## src/rtl/top.sv

```systemverilog
// Reduced 8-bit SM83-style core: FETCH/DECODE/OP1/OP2/HALT sequencer over a synchronous byte ROM.
// Define TOP_JR_EN to execute JR e / JR cc,e; otherwise those opcodes are 2-byte NOPs.
module top #(
  parameter logic [15:0] RESET_PC = 16'h0000
) (
  input  logic        clk,
  input  logic        rst,
  output logic [14:0] rom_addr,
  input  logic [7:0]  rom_data
);

  localparam int RA   = 0;
  localparam int RB   = 1;
  localparam int RC   = 2;
  localparam int RD   = 3;
  localparam int RE   = 4;
  localparam int RH   = 5;
  localparam int RL   = 6;
  localparam int RW   = 7;
  localparam int RZ   = 8;
  localparam int RSPH = 9;
  localparam int RSPL = 10;
  localparam int RPCH = 11;
  localparam int RPCL = 12;

  typedef enum logic [2:0] {S_FETCH, S_DECODE, S_OP1, S_OP2, S_HALT} state_t;

  state_t           state_q, state_d;
  logic [12:0][7:0] rf_q, rf_d;
  logic [3:0]       flags_q, flags_d;
  logic [7:0]       ir_q, ir_d;
  logic [15:0]      pc, pc_d;
  logic [2:0]       dst, src;
  logic [7:0]       dst_v, src_v, inc_v;
  logic [11:0]      alu_res;

  // Opcode register code -> register file slot (code 6 is (HL), never used as a target)
  function automatic logic [3:0] ridx(input logic [2:0] code);
    case (code)
      3'd0:    ridx = 4'(RB);
      3'd1:    ridx = 4'(RC);
      3'd2:    ridx = 4'(RD);
      3'd3:    ridx = 4'(RE);
      3'd4:    ridx = 4'(RH);
      3'd5:    ridx = 4'(RL);
      default: ridx = 4'(RA);
    endcase
  endfunction

  // ALU op codes executed by this core; codes 1 and 3 decode as NOP
  function automatic logic alu_ok(input logic [2:0] op);
    alu_ok = (op != 3'd1) && (op != 3'd3);
  endfunction

  // Returns {flags, result}
  function automatic logic [11:0] alu(input logic [2:0] op, input logic [7:0] a,
                                      input logic [7:0] b, input logic [3:0] f);
    logic [8:0] s;
    logic [4:0] hs;
    logic [7:0] r;
    logic [3:0] nf;
    s  = {1'b0, a} + {1'b0, b};
    hs = {1'b0, a[3:0]} + {1'b0, b[3:0]};
    r  = a;
    nf = f;
    case (op)
      3'd0: begin
        r  = s[7:0];
        nf = {r == 8'h00, 1'b0, hs[4], s[8]};
      end
      3'd2, 3'd7: begin
        r  = a - b;
        nf = {r == 8'h00, 1'b1, a[3:0] < b[3:0], a < b};
      end
      3'd4: begin
        r  = a & b;
        nf = {r == 8'h00, 3'b010};
      end
      3'd5: begin
        r  = a ^ b;
        nf = {r == 8'h00, 3'b000};
      end
      3'd6: begin
        r  = a | b;
        nf = {r == 8'h00, 3'b000};
      end
      default: ;
    endcase
    alu = {nf, r};
  endfunction

  function automatic logic is_ld16(input logic [7:0] op);
    is_ld16 = (op & 8'hCF) == 8'h01;
  endfunction

  function automatic logic is_ldn(input logic [7:0] op);
    is_ldn = ((op & 8'hC7) == 8'h06) && (op[5:3] != 3'd6);
  endfunction

  function automatic logic is_alui(input logic [7:0] op);
    is_alui = ((op & 8'hC7) == 8'hC6) && alu_ok(op[5:3]);
  endfunction

  function automatic logic is_jr(input logic [7:0] op);
    is_jr = (op == 8'h18) || ((op & 8'hE7) == 8'h20);
  endfunction

  assign pc       = {rf_q[RPCH], rf_q[RPCL]};
  assign rom_addr = pc[14:0];
  assign dst      = rom_data[5:3];
  assign src      = rom_data[2:0];
  assign dst_v    = rf_q[ridx(dst)];
  assign src_v    = rf_q[ridx(src)];

`ifdef TOP_JR_EN
  logic jr_take;
  always_comb begin
    jr_take = 1'b1;
    if (ir_q[5]) begin
      case (ir_q[4:3])
        2'd0: jr_take = !flags_q[3];
        2'd1: jr_take =  flags_q[3];
        2'd2: jr_take = !flags_q[0];
        2'd3: jr_take =  flags_q[0];
      endcase
    end
  end
`endif

  always_comb begin
    state_d = state_q;
    rf_d    = rf_q;
    flags_d = flags_q;
    ir_d    = ir_q;
    pc_d    = pc;
    inc_v   = 8'h00;
    alu_res = 12'h000;
    case (state_q)
      S_FETCH: begin
        pc_d    = pc + 16'd1;
        state_d = S_DECODE;
      end
      S_DECODE: begin
        ir_d    = rom_data;
        state_d = S_FETCH;
        if (rom_data == 8'h76) begin
          state_d = S_HALT;
        end else if (is_ld16(rom_data) || rom_data == 8'hC3 || is_ldn(rom_data) ||
                     is_alui(rom_data) || is_jr(rom_data)) begin
          pc_d    = pc + 16'd1;
          state_d = S_OP1;
        end else if (rom_data[7:6] == 2'b01) begin
          if (dst != 3'd6 && src != 3'd6) rf_d[ridx(dst)] = src_v;
        end else if ((rom_data & 8'hC7) == 8'h04) begin
          if (dst != 3'd6) begin
            inc_v           = dst_v + 8'd1;
            rf_d[ridx(dst)] = inc_v;
            flags_d         = {inc_v == 8'h00, 1'b0, dst_v[3:0] == 4'hF, flags_q[0]};
          end
        end else if ((rom_data & 8'hC7) == 8'h05) begin
          if (dst != 3'd6) begin
            inc_v           = dst_v - 8'd1;
            rf_d[ridx(dst)] = inc_v;
            flags_d         = {inc_v == 8'h00, 1'b1, dst_v[3:0] == 4'h0, flags_q[0]};
          end
        end else if (rom_data[7:6] == 2'b10) begin
          if (src != 3'd6 && alu_ok(dst)) begin
            alu_res = alu(dst, rf_q[RA], src_v, flags_q);
            flags_d = alu_res[11:8];
            if (dst != 3'd7) rf_d[RA] = alu_res[7:0];
          end
        end
      end
      S_OP1: begin
        rf_d[RZ] = rom_data;
        state_d  = S_FETCH;
        if (is_ld16(ir_q) || ir_q == 8'hC3) begin
          pc_d    = pc + 16'd1;
          state_d = S_OP2;
        end else if (is_ldn(ir_q)) begin
          rf_d[ridx(ir_q[5:3])] = rom_data;
        end else if (is_alui(ir_q)) begin
          alu_res = alu(ir_q[5:3], rf_q[RA], rom_data, flags_q);
          flags_d = alu_res[11:8];
          if (ir_q[5:3] != 3'd7) rf_d[RA] = alu_res[7:0];
`ifdef TOP_JR_EN
        end else if (is_jr(ir_q) && jr_take) begin
          // PC already points past the displacement byte
          pc_d = pc + {{8{rom_data[7]}}, rom_data};
`endif
        end
      end
      S_OP2: begin
        rf_d[RW] = rom_data;
        state_d  = S_FETCH;
        if (ir_q == 8'hC3) begin
          pc_d = {rom_data, rf_q[RZ]};
        end else begin
          case (ir_q[5:4])
            2'd0: begin rf_d[RB]   = rom_data; rf_d[RC]   = rf_q[RZ]; end
            2'd1: begin rf_d[RD]   = rom_data; rf_d[RE]   = rf_q[RZ]; end
            2'd2: begin rf_d[RH]   = rom_data; rf_d[RL]   = rf_q[RZ]; end
            2'd3: begin rf_d[RSPH] = rom_data; rf_d[RSPL] = rf_q[RZ]; end
          endcase
        end
      end
      S_HALT: ;
      default: state_d = S_FETCH;
    endcase
    rf_d[RPCH] = pc_d[15:8];
    rf_d[RPCL] = pc_d[7:0];
  end

  always_ff @(posedge clk or negedge rst) begin
    if (!rst) begin
      state_q    <= S_FETCH;
      rf_q       <= '0;
      rf_q[RPCH] <= RESET_PC[15:8];
      rf_q[RPCL] <= RESET_PC[7:0];
      flags_q    <= 4'h0;
      ir_q       <= 8'h00;
    end else begin
      state_q <= state_d;
      rf_q    <= rf_d;
      flags_q <= flags_d;
      ir_q    <= ir_d;
    end
  end

endmodule

```

## config.mk

```make
export PLATFORM = sky130hd
export DESIGN_NAME = top
export DESIGN_NICKNAME = d
export VERILOG_FILES = /design/src/rtl/top.sv
export SDC_FILE = /design/constraint.sdc
export NUM_CORES = 1
export LEC_CHECK = 0
export ABC_AREA = 1
export CAP_MARGIN = 20
export CORE_UTILIZATION = 55
export CTS_CLUSTER_DIAMETER = 40
export DETAILED_ROUTE_END_ITERATION = 8
export GPL_TIMING_DRIVEN = 0
export HOLD_SLACK_MARGIN = 0.03
export PLACE_DENSITY = 0.79
export SLEW_MARGIN = 15
export SYNTH_ARGS = -nofsm -noshare
export SYNTH_HDL_FRONTEND = slang
export SYNTH_SLANG_ARGS = --single-unit
```

## constraint.sdc

```tcl
create_clock -name clk -period 3.26 [get_ports clk]
set_clock_uncertainty 0.15 [all_clocks]
set_input_delay 0.978 -clock clk [delete_from_list [all_inputs] [get_ports clk]]
set_output_delay 0.978 -clock clk [all_outputs]
set_load 0.02 [all_outputs]
```

==> summary.txt <==
Global routing
  – Initial antenna violation count: 0
  – Largest net degree at the start of global routing: 19
  – Total global routing overflow: 0
  – Vias in the first global route: 1851
  – First-pass GRT wire length: roughly 8300 µm
  – GRT Overall Usage: a little over a quarter

Logic synthesis
  – Synth cell count leaders: 128 x nand2_1, 34 x dfrtp_1, 33 x inv_1, 29 x nand3_1, 28 x nor2_1
  – Post-Syn Nets: around 330
  – Sequential area share after synthesis: just under 40%
  – Distinct cells, synth: 26
  – Cells after synthesis: ~320
  – Area leader, netlist: dfrtp_1
  – Count leader, synth: nand2_1
  – Mean Syn Cell Area: around 6.8 µm²
  – Post-Syn Area: ~2200 µm²
  – Synth top area cells: dfrtp_1 39%, nand2_1 22%, nand3_1 6.7%, o21ai_0 6.2%, inv_1 5.7%
  – Most used flip-flop cell after synthesis: dfrtp_1
  – Post-synth EDFFs: 0
  – Share of the synthesized area in the top cell type: between 30% and 40%
  – Syn. warnings: 0
  – Async SR Flop Fraction: 100.0%
  – Number of synthesized register bits: 34

Worst setup path
  – CP max FO: 7
  – Critical path arrival: ~1.5 ns
  – Startpoint types: register
  – CP max-delay cell: clkdlybuf4s50_1
  – Critical path class: reg -> out
  – CP peak stage delay: about 0.59 ns
  – FF-to-FF End: rom_addr[10]
  – Critical path, cell by cell: buf_4 > clkdlybuf4s50_1
  – Crit path capture type: output pin
  – Buf+Inv Stages, Crit Path: 2
  – Critical R2R Launch: rom_addr[0]
  – Worst EP required: about 2.1 ns
  – Cell family with most CP delay: buffers and inverters
  – Worst Reg-to-Reg Cells: 10
  – Flop2flop setup slack: roughly 1.4 ns
  – Stages on the worst setup path: 2

STA
  – Period utilisation layout: between 80% and 90%
  – Slew headroom: a little over two thirds
  – Hold Violations, Final: 0
  – Highest Clock Rate: roughly 0.38 GHz
  – Tightest Pin Transition: 0.4424 ns
  – Unrepaired setup endpoints after global routing: no
  – Crit path time final: around 2.6 ns
  – Setup TNS Final: 0 ns
  – Final setup fails: 0
  – Max-slew violations: 0

Pwr
  – Total Power Consumption: roughly 0.002 W
  – Worst vdd ir: approximately 0.00042 V
  – Pwr/cell area: roughly 760 nW/µm²
  – Leakage: between 1 and 1.5 nW

Floorplan
  – CORE AREA: around 3700 µm²
  – Row cnt: 22
  – Die height: around 65 µm
  – Die width: around 65 µm
  – Initial Util: 58.29%
  – Die ar.: around 4200 µm²
  – IO Pins: 25

Outcome
  – Status: finished, final reports clean

Cells and area
  – Area growth from synthesis to layout: 19.15%
  – Share of cells above drive strength 1: a little over a tenth
  – Fin area: 2600 µm²
  – Layout Nets: 366
  – # diodes: 0
  – # fillers: 348

Clocking
  – CTS Root Cell: clkbuf_8
  – CTS Hold Bufs: 0
  – CTS clk-pin slew, worst paths: ~0.07 ns
  – Clock Tree Buf Depth: 2
  – # resized after CTS: 0
  – CTS HTree Levels: 2
  – CTS buffer count: 5
  – Clock Sinks: 34
  – Number of buffers added for setup after CTS: 0
  – Clk_lat worst skew: approximately 0.29 ns
  – CTS tree: built

Hold path
  – Worst hold path type: reg -> reg
  – Hold Crit Depth: 2
  – Hold EP: rf_q[69]
  – Hold path start: rf_q[69]

Detailed routing
  – Via density: slightly above 5
  – Routed via count: around 2000
  – Iter 0 DRT Violations: roughly 150
  – Drt drc: 0
  – Avg WL per Cell: between 10 and 15 µm
  – Final wirelength: approximately 5000 µm
  – Post-DRT Antenna Nets: 0
  – DRT Pass-1 Iters: 4

Placement
  – HPWL Detailed: around 3800 µm
  – Placed cell area: about 2500 µm²
  – Gpl congestion: 0.8954
  – Port-buffer cells: 24

Run
  – Max-cap violations: 0
==> worst max-delay path by stage <==
| stage | slack, ns | endpoint | start |
|---|---|---|---|
| global placement | 0.27 | ir_q[2] | rst |
| CTS | 0.64 | rom_addr[2] | rom_addr[2] |
| floorplan | 1.26 | rom_addr[6] | rom_data[3] |
| detailed placement | 0.43 | rom_addr[9] | rom_data[3] |
| global route | 0.54 | rom_addr[9] | rom_data[4] |
| finish | 0.63 | rom_addr[2] | rom_addr[2] |
==> layout make-up <==
type / count / area [µm²] / area share, %
plain buffers: 22 / 167.7 / 6.449
well taps: 48 / 60.06 / 2.310
multi-input cells: 233 / 1036 / 39.85
clock buffers: 6 / 82.58 / 3.176
flip-flops and latches: 34 / 850.8 / 32.72
clock inverters: 2 / 12.51 / 0.4812
repair buffers: 25 / 262.8 / 10.11
inverters: 34 / 127.6 / 4.909
==> kinds of logic after synthesis <==
kind of cell / synth area share (%)
and+or+nand+nor: 38.07
buffers and inverters: 13.53
DFF: 38.99
AOI/OAI and AO/OA: 7.626
xor gates and xnor gates: 1.204
adders and majority gates: 0.5733
==> where the power goes <==
| group | switching, W | internal [W] | leakage [nW] |
|---|---|---|---|
| registers | 0.000160 | 0.000592 | 0.429 |
| clock network | 0.000161 | 0.000170 | 0.0472 |
| logic | 0.000486 | 0.000401 | 0.838 |
| total | 0.000807 | 0.00116 | 1.31 |
==> routing by layer <==
| metal | vias up | track usage [%] | share of wire (%) |
|---|---|---|---|
| met2 | 53 | 44.14 | 48 |
| met5 | - | 0 | 0 |
| li1 | 1057 | - | - |
| met4 | 0 | 11.67 | 2.0 |
| met1 | 914 | 32.29 | 46 |
| met3 | 11 | 4.754 | 4.4 |
==> placed cells by master (no fill, tap or decap), drive strengths merged <==
cell           instances
buf                   23
ha                     1
nand2                129
clkbuf                 7
nand3b                 1
xnor2                  2
o31ai                  2
a31oi                  1
nor3                   1
clkinv                 1
clkdlybuf4s50         23
o21ai                 28
inv                   34
dfrtp                 34
nand3                 30
clkinvlp               1
a21oi                  1
xor2                   1
nor2                  31
or2                    1
nand4                  4
==> through the flow <==
| step | worst slack, ns | utilization, % | std cells | hold WS [ns] |
|---|---|---|---|---|
| after CTS | 0.6373 | 69.45 | 404 | 0.3429 |
| after detailed placement | 0.4260 | 66.91 | 396 | 0.3251 |
| after global routing | 0.5398 | 69.45 | 404 | 0.3662 |
| after global placement | 0.2747 | 66.31 | 395 | 0.3203 |
| after floorplan | 1.261 | - | 323 | 0.3034 |
| final | 0.6323 | 69.45 | 404 | 0.3336 |
==> registers in the layout, indices dropped and copies added, names as in the netlist <==
register / cells
ir_q: 8
rf_q: 8
state_q: 3
rom_addr: 15
==> worst register-to-register path, stage by stage, from the launching register on <==
cell and delay, ns:
dfrtp_1 0.44, ha_1 0.23, nand2_1 0.06, nor2_1 0.33, nand2_1 0.15, o21ai_0 0.16, nand2_1 0.07, nand2_1 0.05
nand2_1 0.04, nand2_1 0.06, nand2_1 0.04
Power figures use the tool's default switching activity.
